$ cat src/rtl/longp_wbck_sched.sv
// In-order long-pipe write-back scheduler: LSU and MUL/DIV completions feed one registered slot.
// Optional stall watchdog enabled by defining E203_LONGP_WBCK_TIMEOUT_EN.
module longp_wbck_sched #(
    parameter int XLEN    = 32,
    parameter int RFIDX_W = 5,
    parameter int ITAG_W  = 2,
    parameter int TIMEOUT = 1024
) (
    input  logic               clk,
    input  logic               rst,
    input  logic               oitf_empty,
    input  logic [ITAG_W-1:0]  oitf_ret_ptr,
    input  logic [RFIDX_W-1:0] oitf_ret_rdidx,
    input  logic               oitf_ret_rdwen,
    output logic               oitf_ret_ena,
    input  logic               lsu_wbck_i_valid,
    output logic               lsu_wbck_i_ready,
    input  logic [XLEN-1:0]    lsu_wbck_i_wdat,
    input  logic [ITAG_W-1:0]  lsu_wbck_i_itag,
    input  logic               lsu_wbck_i_err,
    input  logic               mdv_wbck_i_valid,
    output logic               mdv_wbck_i_ready,
    input  logic [XLEN-1:0]    mdv_wbck_i_wdat,
    input  logic [ITAG_W-1:0]  mdv_wbck_i_itag,
    output logic               longp_wbck_o_valid,
    input  logic               longp_wbck_o_ready,
    output logic [XLEN-1:0]    longp_wbck_o_wdat,
    output logic [RFIDX_W-1:0] longp_wbck_o_rdidx,
    output logic               longp_excp_o_valid,
    output logic               longp_wbck_timeout
);

    logic               slot_full;
    logic [XLEN-1:0]    slot_wdat;
    logic [RFIDX_W-1:0] slot_rdidx;
    logic               excp_q;

    logic lsu_elig;
    logic mdv_elig;
    logic lsu_bypass;
    logic mdv_bypass;
    logic slot_avail;
    logic drain;
    logic lsu_load;
    logic mdv_load;
    logic accept;

    // Only the OITF head may retire; LSU wins the (illegal) tie.
    assign lsu_elig   = lsu_wbck_i_valid & ~oitf_empty & (lsu_wbck_i_itag == oitf_ret_ptr);
    assign mdv_elig   = mdv_wbck_i_valid & ~oitf_empty & (mdv_wbck_i_itag == oitf_ret_ptr) & ~lsu_elig;

    assign lsu_bypass = ~oitf_ret_rdwen | lsu_wbck_i_err;
    assign mdv_bypass = ~oitf_ret_rdwen;

    assign drain      = slot_full & longp_wbck_o_ready;
    assign slot_avail = ~slot_full | drain;

    assign lsu_wbck_i_ready = lsu_elig & (lsu_bypass | slot_avail);
    assign mdv_wbck_i_ready = mdv_elig & (mdv_bypass | slot_avail);

    assign lsu_load = lsu_wbck_i_ready & ~lsu_bypass;
    assign mdv_load = mdv_wbck_i_ready & ~mdv_bypass;
    assign accept   = lsu_wbck_i_ready | mdv_wbck_i_ready;

    assign oitf_ret_ena       = accept;
    assign longp_wbck_o_valid = slot_full;
    assign longp_wbck_o_wdat  = slot_wdat;
    assign longp_wbck_o_rdidx = slot_rdidx;
    assign longp_excp_o_valid = excp_q;

    always_ff @(posedge clk) begin
        if (rst) begin
            slot_full  <= 1'b0;
            slot_wdat  <= '0;
            slot_rdidx <= '0;
            excp_q     <= 1'b0;
        end else begin
            excp_q <= lsu_wbck_i_ready & lsu_wbck_i_err;
            if (lsu_load | mdv_load) begin
                slot_full  <= 1'b1;
                slot_wdat  <= lsu_load ? lsu_wbck_i_wdat : mdv_wbck_i_wdat;
                slot_rdidx <= oitf_ret_rdidx;
            end else if (drain) begin
                slot_full <= 1'b0;
            end
        end
    end

`ifdef E203_LONGP_WBCK_TIMEOUT_EN
    localparam int CNT_W = $clog2(TIMEOUT + 1);

    logic [CNT_W-1:0] stall_cnt;
    logic [CNT_W-1:0] stall_cnt_nxt;
    logic             timeout_q;

    // Saturating count of cycles the head is outstanding without any retire.
    always_comb begin
        stall_cnt_nxt = stall_cnt;
        if (oitf_empty | accept) begin
            stall_cnt_nxt = '0;
        end else if (stall_cnt != CNT_W'(TIMEOUT)) begin
            stall_cnt_nxt = stall_cnt + 1'b1;
        end
    end

    always_ff @(posedge clk) begin
        if (rst) begin
            stall_cnt <= '0;
            timeout_q <= 1'b0;
        end else begin
            stall_cnt <= stall_cnt_nxt;
            if (stall_cnt_nxt == CNT_W'(TIMEOUT)) begin
                timeout_q <= 1'b1;
            end
        end
    end

    assign longp_wbck_timeout = timeout_q;
`else
    assign longp_wbck_timeout = 1'b0;
`endif

endmodule

$ cat config.mk
export PLATFORM = sky130hd
export DESIGN_NAME = longp_wbck_sched
export DESIGN_NICKNAME = d
export VERILOG_FILES = /design/src/rtl/longp_wbck_sched.sv
export SDC_FILE = /design/constraint.sdc
export NUM_CORES = 1
export LEC_CHECK = 0
export CORE_UTILIZATION = 32
export CTS_CLUSTER_DIAMETER = 50
export DETAILED_ROUTE_END_ITERATION = 7
export PLACE_DENSITY = 0.8
export SLEW_MARGIN = 25
export SYNTH_ARGS = -nofsm -noshare
export SYNTH_HDL_FRONTEND = slang
export SYNTH_SLANG_ARGS = --single-unit
$ cat constraint.sdc
create_clock -name clk -period 1.85 [get_ports clk]
set_clock_uncertainty 0.15 [all_clocks]
set_input_delay 0.37 -clock clk [delete_from_list [all_inputs] [get_ports clk]]
set_output_delay 0.37 -clock clk [all_outputs]
set_load 0.005 [all_outputs]
==> results of run 1 <==
[layout make-up]
| class | count | area (um2) |
|---|---|---|
| clock buffer | 7 | 76.3 |
| timing repair buffer | 153 | 1590 |
| multi-input combinational | 134 | 1130 |
| tap | 72 | 90.1 |
| fill | 471 | 1870 |
| clock inverter | 1 | 5.00 |
| sequential | 39 | 781 |
[flip-flops by register name (all words and copies together), names as in the netlist]
| register | cells |
|---|---|
| longp_wbck_o_wdat | 32 |
| longp_wbck_o_valid | 1 |
| longp_wbck_o_rdidx | 5 |
| longp_excp_o_valid | 1 |
[cells in the final DEF, fill, tap and decap left out, types with 5 or more instances in the layout]
master,instances
buf_4,14
mux2i_1,31
dfxtp_1,39
buf_6,9
a21oi_1,5
a211oi_1,25
nand3_1,5
dlygate4sd2_1,6
nor3_1,31
clkbuf_8,5
a211oi_2,7
clkdlybuf4s50_1,109
[worst paths after layout]
path / slack, ps / end / cells after the start / start
worst max-delay path: -40 / oitf_ret_ena / 8 / oitf_ret_ptr[0]
worst min register to register: 330 / longp_wbck_o_rdidx[3] / 2 / longp_wbck_o_rdidx[3]
worst max register to register: 140 / longp_wbck_o_wdat[19] / 8 / longp_wbck_o_valid
worst min-delay path: 330 / longp_wbck_o_rdidx[3] / 2 / longp_wbck_o_rdidx[3]
[kinds of logic (layout without fill, tap and decap cells)]
group / Yosys count / in the layout / share of synthesized area [%]
xor gates and xnor gates: 4 / 4 / 1.89
other: 1 / 1 / 0.202
muxes: 32 / 32 / 17.3
DFF: 39 / 39 / 42.1
AOI/OAI and AO/OA: 45 / 45 / 16.5
buffers and inverters: 20 / 161 / 6.68
and+or+nand+nor: 52 / 52 / 15.4
[power by group]
part / switching (mW) / total, mW / leakage (nW) / internal (mW)
clock: 0.272 / 0.537 / 0.0422 / 0.264
sequential: 0.0160 / 0.887 / 0.316 / 0.871
combinational: 0.157 / 0.471 / 1.18 / 0.315
total: 0.445 / 1.90 / 1.54 / 1.45
[worst register-to-register path: stages (launching register included)]
cell and delay [ps]:
dfxtp_1 330, buf_4 130, nand2b_4 60, nand2_1 90, or2_4 240, buf_4 170, nand2_8 70, buf_12 150
a211oi_1 240
[timing repair]
item                                    CTS  global route
pin swaps                                13            20
resized for setup                        56            30
gates cloned                              1             5
setup buffers                             3             2
endpoints found under the setup margin   41            35
[per-layer routing]
metal	share of wire, %	GRT usage [%]
met4	2.1	4.81
met1	40	21.9
met2	52	33.9
met3	6.7	5.12
met5	0	0
[per-stage QoR]
| stage | cell area, um2 | hold WS [ps] | power, mW | setup TNS, ps |
|---|---|---|---|---|
| final | 3670 | 325 | 1.90 | -39.6 |
| after global routing | 3670 | 359 | 1.99 | -437 |
| after CTS | 3480 | 324 | 1.89 | -73.6 |
| after detailed placement | 3280 | 313 | 1.33 | -28280 |
| after global placement | 3280 | 310 | 1.32 | -26430 |
| after floorplan | 1900 | 314 | 1.05 | 0 |
==> impl_results.md, run 1 <==
- Run status: complete, but fails checks
- Failing checks: negative setup slack
- Fin crit share: 102%
- Fraction of registers with async set/reset: 0%
- Syn avg cell area: slightly below 10 um2
- Top-level port count: 126
- Clk slew on worst S/H paths: 80 ps
- Cell leakage power: ~1.5 nW
- Initial antenna violation count: 0
- Synth cell types: 26
- Layout Cells excl Fill: ~400
- Layout Nets: roughly 420
- Synth Cell Area: between 0.0015 and 0.002 mm2
- Post-synthesis sequential area ratio: roughly 42%
- Worst path required time: around 1300 ps
- Synth cell count leaders: 39 x dfxtp_1, 32 x a211oi_1, 32 x mux2i_1, 32 x nor3_1, 9 x buf_2
- Top FF cell, synth: dfxtp_1
- MaxCap Viol Count: 0
- Fraction of layout cells with a size suffix above 1: between 20% and 30%
- Final slew viol count: 0
- YS warnings: 0
- Tmin final: between 1500 and 2000 ps
- DRT iter0 DRCs: 45
- Vias: about 2000
- Die W: just under 80 um
- N_diodes: 0
- H-tree depth: 2
- CP delay by family, top: simple AND/OR/NAND/NOR gates
- VDD IR-drop max: approximately 0.31 mV
- CP Cell Sequence: buf_8 -> buf_6 -> xnor2_4 -> nand4b_4 -> nand3_2 -> a21oi_2 -> or2_4 -> buf_6
- CP Capture Type: output pin
- # hold bufs at CTS: 0
- Total track usage: 18.8%
- First-pass GRT wire length: just over 9000 um
- Post-place setup slack: -818 ps
- Core box area: approximately 0.0055 mm2
- RSZ-0062 raised after global routing: true
- Clock sink count: 39
- Worst Path Max Fanout: 3
- Synthesized net count: roughly 280
- Cells after Synth: 193
- #FFs+latches synth: 39
- Drt wl/cell: 15.6 um
- Area Growth Syn to Fin: 97.8%
- Vias in the first global route: 1909
- Gpl congestion: approximately 0.77
- Hold Vio Cnt, Final: 0
- Largest net degree at the start of global routing: 40
- Crit-path most repeated cell: buf_6
- Top cells by area, synth: dfxtp_1 42%, mux2i_1 17%, a211oi_1 13%
- CP Launch Type: input port
- CP Class: input port to output pin
- Buf+Inv Stages, Crit Path: 3
- Buffers on Ports: approximately 120
- Die H: 78.2 um
- Max stage delay on crit path: about 230 ps
- Top-count cell post-synth: dfxtp_1
- Vias per cell: ~5
- Cell taking the most area after synthesis: dfxtp_1
- Detail Placement HPWL: 4080 um
- CTS Root Buffer Type: clkbuf_8
- Placed cell count: 387
- Detailed Route WL: approximately 6400 um
- GRT overflow: 0
- WP data arrival: 1370 ps
- Fin util: between 60% and 70%
- Fmax achieved: 529 MHz
- TritonCTS Buffers: 5
- Final setup viols: 1
- Crit-path slowest cell: or2_4
- TritonCTS clock tree: yes
- Clock Tree Buf Depth: 2
- Row cnt: 27
- DRC violations left: 0
- EDFF count, synth: 0
- Starting Density: between 30% and 40%
- Yosys top cell area share: 42.1%
- Setup WS post-layout: -39.6 ps
- Worst-Skew Late Latency: approximately 280 ps
- Die area: just over 0.006 mm2
- Worst Hold Class: register to register
- Detail Route Antenna Nets: 0
- Pwr/cell area: about 520 mW/mm2
- Drt first pass iters: 2
Power figures use the tool's default switching activity.
==> inputs of run 2 (changes only) <==
- CORE_ASPECT_RATIO: default -> 2
- CORE_UTILIZATION: 32 -> 35
- PLACE_DENSITY: 0.8 -> 0.82
- clock period: 1.85 -> 2 ns (I/O delays scaled with it)
==> run 2 against run 1 <==
The run now ends clean. Register-to-register slack improved by 220 ps. Worst setup slack better by 90 ps. Flip-flop and latch count stayed put. Sequential share of layout area is 1.2 points higher. Critical path depth fell by 1. Worst hold slack lost 6.1 ps. First-iteration DRC count is 27% lower. Die area is 8.1% lower. Non-clock buffer count is 6 lower. Critical endpoint unchanged. Highest routed layer unchanged.
==> impl_results.md, run 2 (same netlist as run 1, synthesis figures left out) <==
- CP Class: input port to output pin (unchanged)
- Post-place setup slack: -741 ps (was -818 ps)
- Cell leakage power: 1.49 nW (was 1.54 nW)
- Drt first pass iters: 4 (was 2)
- Pwr/cell area: 576 mW/mm2 (was 516 mW/mm2)
- Fill cells: 406 (was 471)
- Tmin final: between 1500 and 2000 ps
- Max reg flops: 32 (unchanged)
- # hold bufs at CTS: 0 (unchanged)
- CP Launch Type: input port (unchanged)
- Grt met3 use: 3.35% (was 5.12%)
- TritonCTS Buffers: 5 (unchanged)
- Commonest non-fill, non-tap cell in the layout: clkdlybuf4s50_1 (unchanged)
- Crit-path slowest cell: nor3b_4 (was or2_4)
- Detail Route Antenna Nets: 0 (unchanged)
- DRT iter0 DRCs: 33 (was 45)
- Total power: 2.00 mW (was 1.90 mW)
- Setup WS post-layout: 50.9 ps (was -39.6 ps)
- GR peak layer: met2 (unchanged)
- Die W: 53.5 um (was 78.2 um)
- Fraction of layout cells with a size suffix above 1: 16.2% (was 20.7%)
- Worst Hold Class: register to register (unchanged)
- Detailed Route WL: 5850 um (was 6350 um)
- TritonCTS clock tree: yes (unchanged)
- Worst path required time: 1450 ps (was 1330 ps)
- Core box area: 0.00514 mm2 (was 0.00554 mm2)
- Clk slew on worst S/H paths: 80 ps (about the same)
- DRC violations left: 0 (unchanged)
- Fmax achieved: slightly above 500 MHz
- WP data arrival: 1400 ps (was 1370 ps)
- Total track usage: 21.8% (was 18.8%)
- Initial antenna violation count: 0 (unchanged)
- Row cnt: 37 (was 27)
- Clock sink count: 39 (unchanged)
- Starting Density: 36.1% (was 33.5%)
- MaxCap Viol Count: 0 (unchanged)
- Vias per cell: 5.16 (was 4.96)
- Commonest non-fill, non-tap cells in the layout: 109 x clkdlybuf4s50_1, 39 x dfxtp_1, 32 x mux2i_1, 32 x nor3_1, 32 x a211oi_1 (was 109 x clkdlybuf4s50_1, 39 x dfxtp_1, 31 x mux2i_1, 31 x nor3_1, 25 x a211oi_1)
- Die H: 105 um (was 78.2 um)
- CTS Root Buffer Type: clkbuf_8 (unchanged)
- Final setup viols: 0 (was 1)
- VDD IR-drop max: 0.668 mV (was 0.309 mV)
- Vias: 1990 (was 2012)
- Largest net degree at the start of global routing: 40 (unchanged)
- Fin crit share: between 90% and 100%
- CP Capture Type: output pin (unchanged)
- Area Growth Syn to Fin: 87.5% (was 97.8%)
- Worst Path Max Fanout: 2 (was 3)
- Flop2flop setup slack: 360 ps (was 140 ps)
- Gpl congestion: 0.857 (was 0.766)
- M1 GR Usage: 20.8% (was 21.9%)
- Run status: finished clean (was complete, but fails checks)
- CP Cell Sequence: buf_2 -> xor2_2 -> nor3b_4 -> nand3_2 -> a21oi_2 -> or2_4 -> buf_2 (was buf_8 -> buf_6 -> xnor2_4 -> nand4b_4 -> nand3_2 -> a21oi_2 -> or2_4 -> buf_6)
- Buffers on Ports: 124 (unchanged)
- Critical R2R Launch: longp_wbck_o_valid (unchanged)
- Met2 GRT Util: 41.6% (was 33.9%)
- GRT overflow: 0 (unchanged)
- N_diodes: 0 (unchanged)
- Crit-path most repeated cell: buf_2 (was buf_6)
- Vias in the first global route: 2067 (was 1909)
- Final slew viol count: 0 (unchanged)
- Detail Placement HPWL: 4400 um (was 4080 um)
- Hold Vio Cnt, Final: 0 (unchanged)
- Clock Tree Buf Depth: 2 (unchanged)
- Source of the critical timing path: oitf_ret_ptr[0] (unchanged)
- Die area: 0.00561 mm2 (was 0.00611 mm2)
- Layout Nets: 410 (was 416)
- Fin util: 67.7% (was 66.3%)
- Hold wc startpoint: longp_wbck_o_rdidx[1] (was longp_wbck_o_rdidx[3])
- Drt wl/cell: 15.2 um (was 15.6 um)
- First-pass GRT wire length: 9120 um (was 9130 um)
- H-tree depth: 2 (unchanged)
- Max stage delay on crit path: 200 ps (was 230 ps)
- Worst-Skew Late Latency: 290 ps (was 280 ps)
- Top-level port count: 126 (unchanged)
## run 2: per-layer routing
layer	vias to the layer above	part of all wire, %
li1	989	-
met1	911	36
met2	76	56
met3	14	4.8
met4	0	3.0
met5	-	0
## run 2: worst paths after layout
| check | end | cells after the start |
|---|---|---|
| setup / recovery | oitf_ret_ena | 7 |
| hold / removal | longp_wbck_o_rdidx[1] | 2 |
| setup reg to reg | longp_wbck_o_wdat[20] | 6 |
| hold reg to reg | longp_wbck_o_rdidx[1] | 2 |
## run 2: layout make-up
type	instances	area, um2	area share (%)
clock buffers	5	68.8	1.98
clock inverters	3	67.6	1.94
multi-input cells	134	1040	29.8
flip-flops and latches	39	781	22.4
well taps	58	72.6	2.09
repair buffers	147	1450	41.8
## run 2: timing repair
| item | 4_1_cts | 5_1_grt |
|---|---|---|
| pin swaps | 6 | 6 |
| endpoints found under the setup margin | 41 | 35 |
| hold endpoints to repair | 0 | 0 |
| resized for setup | 41 | 10 |
| buffers inserted | 2 | 0 |
| gates cloned | 0 | 0 |
## run 2: critical path: cells and delay by family
family	cells	cell delay, ps
buffers and inverters	2	240
AOI/OAI and AO/OA	1	140
and+or+nand+nor	3	430
xor gates and xnor gates	1	190
## run 2: metrics by stage
stage	area (um2)	TNS (ps)	hold slack (ps)	std cells
3_3_place_gp	3280	-19170	312	376
6_report	3480	0	319	386
2_1_floorplan	1860	0	314	193
4_1_cts	3470	-19.7	325	386
3_5_place_dp	3280	-22200	313	376
5_1_grt	3480	-26.5	342	386
## run 2: report_power, final
group	switching (mW)	total [mW]	internal [mW]
Clock	0.281	0.779	0.497
Sequential	0.0146	0.820	0.806
Combinational	0.133	0.405	0.272
==> variant, RTL diff (flow settings as in run 2) <==
The parameter `XLEN` goes from 32 to 16.
--- a/src/rtl/longp_wbck_sched.sv
+++ b/src/rtl/longp_wbck_sched.sv
@@ -3,3 +3,3 @@
 module longp_wbck_sched #(
-    parameter int XLEN    = 32,
+    parameter int XLEN    = 16,
     parameter int RFIDX_W = 5,
Interface: changed (resized longp_wbck_o_wdat, lsu_wbck_i_wdat and mdv_wbck_i_wdat); port bits go from 126 to 78. The function was not compared with the original's and may differ.
==> variant against run 2 <==
- the run now ends with negative setup slack left
- first-iteration DRC count fell by 6.1%
- final area fell by 24%
- highest routed layer unchanged
- routed wire length fell by 25%
- critical endpoint unchanged
- sequential share of layout area fell by 5.1 points
- worst setup slack got worse by 70 ps
- sequential cell count fell by 16
- clock power fell by 62%
- sequential power fell by 41%
- power fell by 45%
- cell count fell by 26%
- count of clock-buffer cells in the layout fell by 2
- area after synthesis fell by 29%
==> variant: results (changes against run 2) <==
Leak=0.000994 µW (-33%); cells taking the most area after synthesis=dfxtp_1, a311oi_2, nand2_2, nor3_1, nand2_1; WL per Instance=15.4 µm (+1.5%); status=complete, but fails checks; sequential share of power=43.9% (+3.0 points); first-pass GRT wire length=6.75 mm (-26%); via count=1428 (-28%); Clock Power Share=26.8% (-12 points); setup ws final=-19.5 ps (-70.4 ps); dpl cell area=0.00220 mm² (-33%); H-Tree Depth=1 (-1); Synthesized Nets=188 (-32%); fraction of synthesized area in multiplexers=0% (-17 points); setup violators final=1 (+1); initial DRC count=31 (-6.1%); failing checks=negative setup slack; post-synthesis sequential area ratio=34.9% (-7.1 points); fillers=270 (-33%); compound-gate portion of the synthesized area=22.3% (+5.8 points); layout cell share with drive strength beyond 1=46.8% (+31 points); top cells by count, synth=dfxtp_1, nand2_1, nor3_1; gr usage total=22.9% (+1.1 points); Pint=818 µW (-48%); vias in the first global route=1485 (-28%); GPL Wtd Cong=0.707 (-18%); DP Wirelength=2.68 mm (-39%)
## variant: changes by cell type after synthesis, moves of 8 or more
cell and delta:
nand2_1 +18, nand2_2 +13, dfxtp_1 -16, nor3_1 -16, a311oi_2 +14, a211oi_1 -32
mux2i_1 -32, buf_2 -8
## variant: layout make-up
| type | count | share of cell area (%) |
|---|---|---|
| flip-flops and latches | 23 | 17.3 |
| clock buffers | 3 | 1.56 |
| well taps | 49 | 2.31 |
| clock inverters | 1 | 0.189 |
| multi-input cells | 103 | 36.2 |
| repair buffers | 107 | 42.4 |
## variant: routing by layer
metal	share of wire (%)	track usage, %	vias up
li1	-	-	693
met1	33	22.9	680
met2	61	44.8	49
met3	4.7	3.27	6
met4	1.4	7.44	0
met5	0	0	-
## variant: worst paths after layout
| check | start | to | slack, ps | depth (start not counted) |
|---|---|---|---|---|
| worst max-delay path | oitf_ret_ptr[0] | oitf_ret_ena | -20 | 8 |
| worst min-delay path | longp_wbck_o_rdidx[2] | longp_wbck_o_rdidx[2] | 320 | 2 |
| worst max register to register | longp_wbck_o_valid | longp_wbck_o_rdidx[3] | 260 | 8 |
| worst min register to register | longp_wbck_o_rdidx[2] | longp_wbck_o_rdidx[2] | 320 | 2 |
## variant: through the flow
step	worst slack, ps	utilization [%]	setup TNS (ps)	cells
2_1_floorplan	243	-	0	137
3_3_place_gp	-644	61.0	-8440	268
3_5_place_dp	-736	61.0	-9570	268
4_1_cts	-11.6	71.0	-11.6	285
5_1_grt	-92.7	73.6	-112	286
6_report	-19.5	73.6	-19.5	286
## variant: critical path: cells and delay by family
family                    cells  cell delay (ps)
buffers and inverters         3              350
and+or+nand+nor               3              430
xor gates and xnor gates      1              160
AOI/OAI and AO/OA             1              130
